`config.mk`:
```
export PLATFORM = sky130hd
export DESIGN_NAME = hazard_scoreboard
export DESIGN_NICKNAME = d
export VERILOG_FILES = /design/src/rtl/hazard_scoreboard_pkg.sv /design/src/rtl/hazard_operand_match.sv /design/src/rtl/hazard_scoreboard.sv
export SDC_FILE = /design/constraint.sdc
export NUM_CORES = 1
export LEC_CHECK = 0
export ABC_CLOCK_PERIOD_IN_PS = 1800
export CORE_AREA = 5 5 53 55
export CTS_CLUSTER_SIZE = 25
export DETAILED_ROUTE_END_ITERATION = 10
export DIE_AREA = 0 0 58 60
export PLACE_DENSITY = 0.73
export SLEW_MARGIN = 20
export SYNTH_ARGS = -nofsm -noshare
export SYNTH_HDL_FRONTEND = slang
export SYNTH_HIERARCHICAL = 1
export SYNTH_SLANG_ARGS = --single-unit
```
`constraint.sdc`:
```
create_clock -name clk -period 1.8 [get_ports clk]
set_clock_uncertainty 0.15 [all_clocks]
set_input_delay 0.27 -clock clk [delete_from_list [all_inputs] [get_ports clk]]
set_output_delay 0.27 -clock clk [all_outputs]
set_load 0.005 [all_outputs]
```
`src/rtl/hazard_scoreboard_pkg.sv`:
```
`default_nettype none
// ============================================================================
//  Module      : hazard_scoreboard_pkg
//  Description : Shared writer-class encodings, the tracked-slot record and a
//                saturating countdown helper for the hazard scoreboard.
//  Revision    : 1.0  initial release
// ============================================================================
package hazard_scoreboard_pkg;

  // Writer classes as decoded in EXE
  localparam logic [1:0] CLASS_ALU  = 2'd0;
  localparam logic [1:0] CLASS_LOAD = 2'd1;
  localparam logic [1:0] CLASS_JAL  = 2'd2;
  localparam logic [1:0] CLASS_LONG = 2'd3;

  // Latencies are below DEPTH (at most 8), so three bits always cover them
  localparam int CNT_W = 3;

  typedef struct packed {
    logic             valid;
    logic [4:0]       rd;
    logic [CNT_W-1:0] cnt;
  } slot_t;

  // Ready countdown that holds at zero once the result is forwardable
  function automatic logic [CNT_W-1:0] cnt_dec(input logic [CNT_W-1:0] c);
    return (c == '0) ? c : c - 1'b1;
  endfunction

endpackage
`default_nettype wire

```
`src/rtl/hazard_operand_match.sv`:
```
`default_nettype none
// ============================================================================
//  Module      : hazard_operand_match
//  Description : Priority search over tracked slots for one source operand.
//                The youngest (lowest index) matching slot decides: a ready
//                slot yields its forward select, a busy slot raises not_ready.
//  Revision    : 1.0  initial release
// ============================================================================
module hazard_operand_match
  import hazard_scoreboard_pkg::*;
#(
  parameter int DEPTH = 2,
  parameter int SELW  = 2
) (
  input  slot_t [DEPTH-1:0] slots_i,
  input  logic              valid_i,
  input  logic              use_i,
  input  logic [4:0]        rs_i,
  output logic [SELW-1:0]   sel_o,
  output logic              not_ready_o
);

  // Walk oldest to youngest so the youngest match overwrites older ones
  always_comb begin
    sel_o       = '0;
    not_ready_o = 1'b0;
    for (int i = DEPTH - 1; i >= 0; i--) begin
      if (valid_i && use_i && slots_i[i].valid &&
          (slots_i[i].rd != 5'd0) && (slots_i[i].rd == rs_i)) begin
        if (slots_i[i].cnt == '0) begin
          sel_o       = SELW'(i + 1);
          not_ready_o = 1'b0;
        end else begin
          sel_o       = '0;
          not_ready_o = 1'b1;
        end
      end
    end
  end

endmodule
`default_nettype wire

```
`src/rtl/hazard_scoreboard.sv`:
```
`default_nettype none
// ============================================================================
//  Module      : hazard_scoreboard
//  Description : Tracks in-flight register writers over DEPTH post-EXE slots
//                and produces per-operand forward selects plus a stall when
//                the youngest matching producer is not yet ready.
//                Optional macro HAZARD_SCOREBOARD_PERF_EN adds stall/forward
//                performance counters with a synchronous clear.
//  Revision    : 1.0  initial release
// ============================================================================
module hazard_scoreboard
  import hazard_scoreboard_pkg::*;
#(
  parameter int DEPTH    = 2,
  parameter int LOAD_LAT = 1,
  parameter int LONG_LAT = 0,
  parameter int SELW     = $clog2(DEPTH + 1)
) (
  input  logic            clk,
  input  logic            rst_n,
  input  logic            exe_valid,
  input  logic [4:0]      exe_rs1,
  input  logic [4:0]      exe_rs2,
  input  logic            exe_use_rs1,
  input  logic            exe_use_rs2,
  input  logic [4:0]      exe_rd,
  input  logic            exe_we,
  input  logic [1:0]      exe_class,
  input  logic            flush,
  output logic [SELW-1:0] fwd_a_sel,
  output logic [SELW-1:0] fwd_b_sel,
  output logic            stall
`ifdef HAZARD_SCOREBOARD_PERF_EN
  ,
  input  logic            perf_clr,
  output logic [31:0]     perf_stall_cnt,
  output logic [31:0]     perf_fwd_cnt
`endif
);

  if (DEPTH < 1 || DEPTH > 8 || LOAD_LAT >= DEPTH || LONG_LAT >= DEPTH ||
      LOAD_LAT < 0 || LONG_LAT < 0) begin : g_param_check
    $error("hazard_scoreboard: need 1<=DEPTH<=8 and 0<=LOAD_LAT,LONG_LAT<DEPTH");
  end

  slot_t [DEPTH-1:0] slot_q;
  slot_t [DEPTH-1:0] slot_d;
  logic              w_nr_a;
  logic              w_nr_b;
  logic              w_push;
  logic [CNT_W-1:0]  w_push_cnt;

  hazard_operand_match #(.DEPTH(DEPTH), .SELW(SELW)) u_match_a (
    .slots_i     (slot_q),
    .valid_i     (exe_valid),
    .use_i       (exe_use_rs1),
    .rs_i        (exe_rs1),
    .sel_o       (fwd_a_sel),
    .not_ready_o (w_nr_a)
  );

  hazard_operand_match #(.DEPTH(DEPTH), .SELW(SELW)) u_match_b (
    .slots_i     (slot_q),
    .valid_i     (exe_valid),
    .use_i       (exe_use_rs2),
    .rs_i        (exe_rs2),
    .sel_o       (fwd_b_sel),
    .not_ready_o (w_nr_b)
  );

  assign stall  = exe_valid && !flush && (w_nr_a || w_nr_b);
  assign w_push = exe_valid && exe_we && (exe_rd != 5'd0) && !stall && !flush;

  // Initial ready countdown for the writer entering slot 0
  always_comb begin
    w_push_cnt = '0;
    case (exe_class)
      CLASS_LOAD: w_push_cnt = CNT_W'(LOAD_LAT);
      CLASS_LONG: w_push_cnt = CNT_W'(LONG_LAT);
      default:    w_push_cnt = '0;
    endcase
  end

  // Shift slots toward retirement, counting down; slot 0 takes push or bubble
  always_comb begin
    slot_d = '0;
    for (int i = 0; i < DEPTH - 1; i++) begin
      slot_d[i+1]     = slot_q[i];
      slot_d[i+1].cnt = cnt_dec(slot_q[i].cnt);
    end
    slot_d[0].valid = w_push;
    slot_d[0].rd    = w_push ? exe_rd : 5'd0;
    slot_d[0].cnt   = w_push ? w_push_cnt : '0;
    if (flush) begin
      slot_d = '0;
    end
  end

  // Slot state register; reset dominates flush, push and advance
  always_ff @(posedge clk) begin
    if (!rst_n) begin
      slot_q <= '0;
    end else begin
      slot_q <= slot_d;
    end
  end

`ifdef HAZARD_SCOREBOARD_PERF_EN
  logic [31:0] perf_stall_q;
  logic [31:0] perf_fwd_q;
  logic        w_fwd_evt;

  assign w_fwd_evt = ((fwd_a_sel != '0) || (fwd_b_sel != '0)) && !stall;

  // Saturating event counters with synchronous clear
  always_ff @(posedge clk) begin
    if (!rst_n || perf_clr) begin
      perf_stall_q <= '0;
      perf_fwd_q   <= '0;
    end else begin
      if (stall && (perf_stall_q != 32'hFFFF_FFFF)) begin
        perf_stall_q <= perf_stall_q + 32'd1;
      end
      if (w_fwd_evt && (perf_fwd_q != 32'hFFFF_FFFF)) begin
        perf_fwd_q <= perf_fwd_q + 32'd1;
      end
    end
  end

  assign perf_stall_cnt = perf_stall_q;
  assign perf_fwd_cnt   = perf_fwd_q;
`endif

endmodule
`default_nettype wire
```
==> reports/summary.txt, run 1 <==
Drt total wl: 2320 µm
Critical Path, Cell by Cell: xor2_1 > nor3_2 > nand4_2 > mux2i_1 > or2_1 > and3b_1 > buf_2
Critical path fanouts, max: 3
Port Buffers: 28
DR WL/cell: 12.5 µm
Post-synth top cells: 15 x dfxtp_1, 14 x xor2_1, 13 x nor3_1, 6 x and2_1
# setup viols final: 12
RSZ-0062 raised after global routing: yes
Mapped Cells: 101
Mapped cell area: 882 µm²
Vias: 882
Setup CP Type: reg2out
CTS Buf Count: 3
Largest register FFs: 15
Synth Flop Type: dfxtp_1
Gr usage total: 15.6%
Clock latency on the worst-skew pair: 0.29 ns
Switching pwr: 178 µW
Initial Util: 37.7%
Internal power: 488 µW
Global-route wire length before repair: 4170 µm
Dpl cells: 181
CTS tree: built
Post-layout util: 59.8%
Worst VDD drop: 0.000465 V
Vias in the first global route: 976
Synth top area cells: dfxtp_1 34%, xor2_1 14%, nor3_1 7.4%, and2_1 4.3%, nor4_1 3.5%
Top flop regs: slot_q (15)
Failing checks: setup timing
Post-synthesis register bit count: 15
Sw Ratio: 26.7%
Period utilization: 129%
Avg Inst Size Synth: 8.73 µm²
TritonCTS sink count: 15
Required time worst endpoint: 1.38 ns
Clock group share of total power: 30.2%
Startpoint types: flip-flop
Worst Slack Setup Final: -0.517 ns
DP HPWL: 1890 µm
Area Growth Syn to Fin: 58.7%
GRT overflow: 0
CTS H-tree depth: 1
Leakage power: 0.000672 µW
Layout cells sized above 1: 28.4%
Worst rel slew slack: 65.3%
PwrDens: 475 nW/µm²
Cell taking the most area after synthesis: dfxtp_1
# DRC: 0
Min-Delay Path Class: reg2reg
Initial drt markers: 5
Post-synth EDFFs: 0
# Max-Cap Violations: 0
Seq/Total Area, Yosys: 34.0%
Die width: 58 µm
GPL Wtd Cong: 0.803
Synth top area share: 34.0%
Pre-CTS setup slack: -0.975 ns
Hold Vio Cnt, Final: 0
Fin crit period: 2.32 ns
Status: complete, but fails checks
Crit path capture type: output pin
Antenna viol nets, final: 0
Largest net degree at the start of global routing: 11
Sequential share of power: 51.4%
Worst-Margin Slew: 0.516 ns
Async set-or-reset flop fraction in the synthesized netlist: 0%
Drt pass-1 iters: 4
Slowest CP cell: dfxtp_4
Ant diodes: 0
Biggest register: slot_q
Combinational Power Share: 18.4%
Total core area: 2340 µm²
Ports: 29
Worst EP arrival: 1.90 ns
Non-Filler Instances: 185
Most frequent cell after synthesis: dfxtp_1
Initial antenna violation count: 0
Via density: 4.77
Clock transition at path regs: 0.09 ns
Layout Nets: 180
Row count: 18
Max Slew Vio Count: 0
Distinct cells, synth: 27
Root Driver: clkbuf_4
Max stage delay on crit path: 0.36 ns
Die boundary height: 60 µm
Synth warnings: 6
Max Root-Sink Buffers: 2
Fmax: 0.432 GHz
DIE AREA: 3480 µm²
final timing paths:
check / start / end / slack (ns) / cells past startpoint
worst min register to register: slot_q[7] / slot_q[16] / 0.34 / 1
worst min-delay path: slot_q[7] / slot_q[16] / 0.34 / 1
worst max-delay path: slot_q[5] / stall / -0.52 / 7
worst max register to register: slot_q[5] / slot_q[0] / -0.34 / 7
critical path, delay by kind of cell (launching register included):
family / cells / cell delay, ns
buffers and inverters: 1 / 0.12
muxes: 1 / 0.17
and+or+nand+nor: 4 / 0.80
DFF: 1 / 0.36
xor gates and xnor gates: 1 / 0.15
area by class of cell:
| type | count | area [µm²] |
|---|---|---|
| Tap cell | 30 | 37.5 |
| Multi-Input combinational cell | 89 | 651 |
| Clock inverter | 1 | 7.51 |
| Inverter | 5 | 18.8 |
| Sequential cell | 15 | 309 |
| Timing Repair Buffer | 42 | 354 |
| Clock buffer | 3 | 22.5 |
| Fill cell | 216 | 942 |
cells in the final DEF (no fill, tap or decap), drive strengths merged, types with 3 or more instances in the layout:
master and instances:
and3 6, and2 6, nor3 15, nand2 4, conb 10, buf 17, clkdlybuf4s50 12, nor4 7
o21ai 4, inv 5, clkbuf 3, nand3 4, or2 5, dlygate4sd2 13, xor2 14, dfxtp 15
logic make-up (layout without fill, tap and decap cells):
logic type | after synthesis | count (layout) | share of synthesized area (%)
flip-flops | 15 | 15 | 34.0
XOR/XNOR | 16 | 16 | 15.9
multiplexers | 2 | 2 | 2.27
buffers and inverters | 6 | 51 | 2.55
other | 1 | 10 | 0.425
AND/OR/NAND/NOR | 55 | 55 | 40.3
AO/OA/AOI/OAI | 6 | 6 | 4.54
power groups by stage:
stage | Sequential, µW | Clock (µW) | Combinational (µW)
final | 342 | 201 | 122
after global routing | 343 | 218 | 134
after CTS | 343 | 208 | 120
after detailed placement | 351 | 0 | 122
after global placement | 350 | 0 | 119
after floorplan | 349 | 0 | 44.1
repair_timing:
item                                   CTS  global route
gates resized for setup                 37             6
setup buffers                            3             0
hold buffers                             0             0
setup endpoints to repair               12            12
endpoints found under the hold margin    0             0
pin swaps                               14             3
metrics by stage:
stage / hold WS, ns / instance area (µm²) / setup TNS, ns / power [µW]
floorplan: 0.240 / 917 / -0.0759 / 394
global placement: 0.309 / 1340 / -6.71 / 469
detailed placement: 0.337 / 1340 / -7.52 / 473
CTS: 0.347 / 1380 / -2.16 / 671
global route: 0.364 / 1400 / -3.34 / 695
finish: 0.344 / 1400 / -2.36 / 665
metal layers:
metal	track usage, %	routed length, µm
met5	0	0
met4	6.62	14
met3	4.54	147
met2	29.5	1260
met1	16.0	894
No activity file was read; power rests on OpenSTA's default activity.
==> inputs of run 2 (changes only) <==
--- a/config.mk
+++ b/config.mk
@@ -11,7 +11,6 @@
 export DETAILED_ROUTE_END_ITERATION = 10
 export DIE_AREA = 0 0 58 60
 export PLACE_DENSITY = 0.73
-export SLEW_MARGIN = 20
 export SYNTH_ARGS = -nofsm -noshare
 export SYNTH_HDL_FRONTEND = slang
 export SYNTH_HIERARCHICAL = 1
==> results of run 2 <==
Final layout, timing and power as in run 1 (identical DEF).
==> inputs of run 3 (changes only) <==
--- a/config.mk
+++ b/config.mk
@@ -5,7 +5,7 @@
 export SDC_FILE = /design/constraint.sdc
 export NUM_CORES = 1
 export LEC_CHECK = 0
-export ABC_CLOCK_PERIOD_IN_PS = 1800
+export ABC_AREA = 0
 export CORE_AREA = 5 5 53 55
 export CTS_CLUSTER_SIZE = 25
 export DETAILED_ROUTE_END_ITERATION = 10
==> results of run 3 <==
Final layout, timing and power as in run 1 (identical DEF).
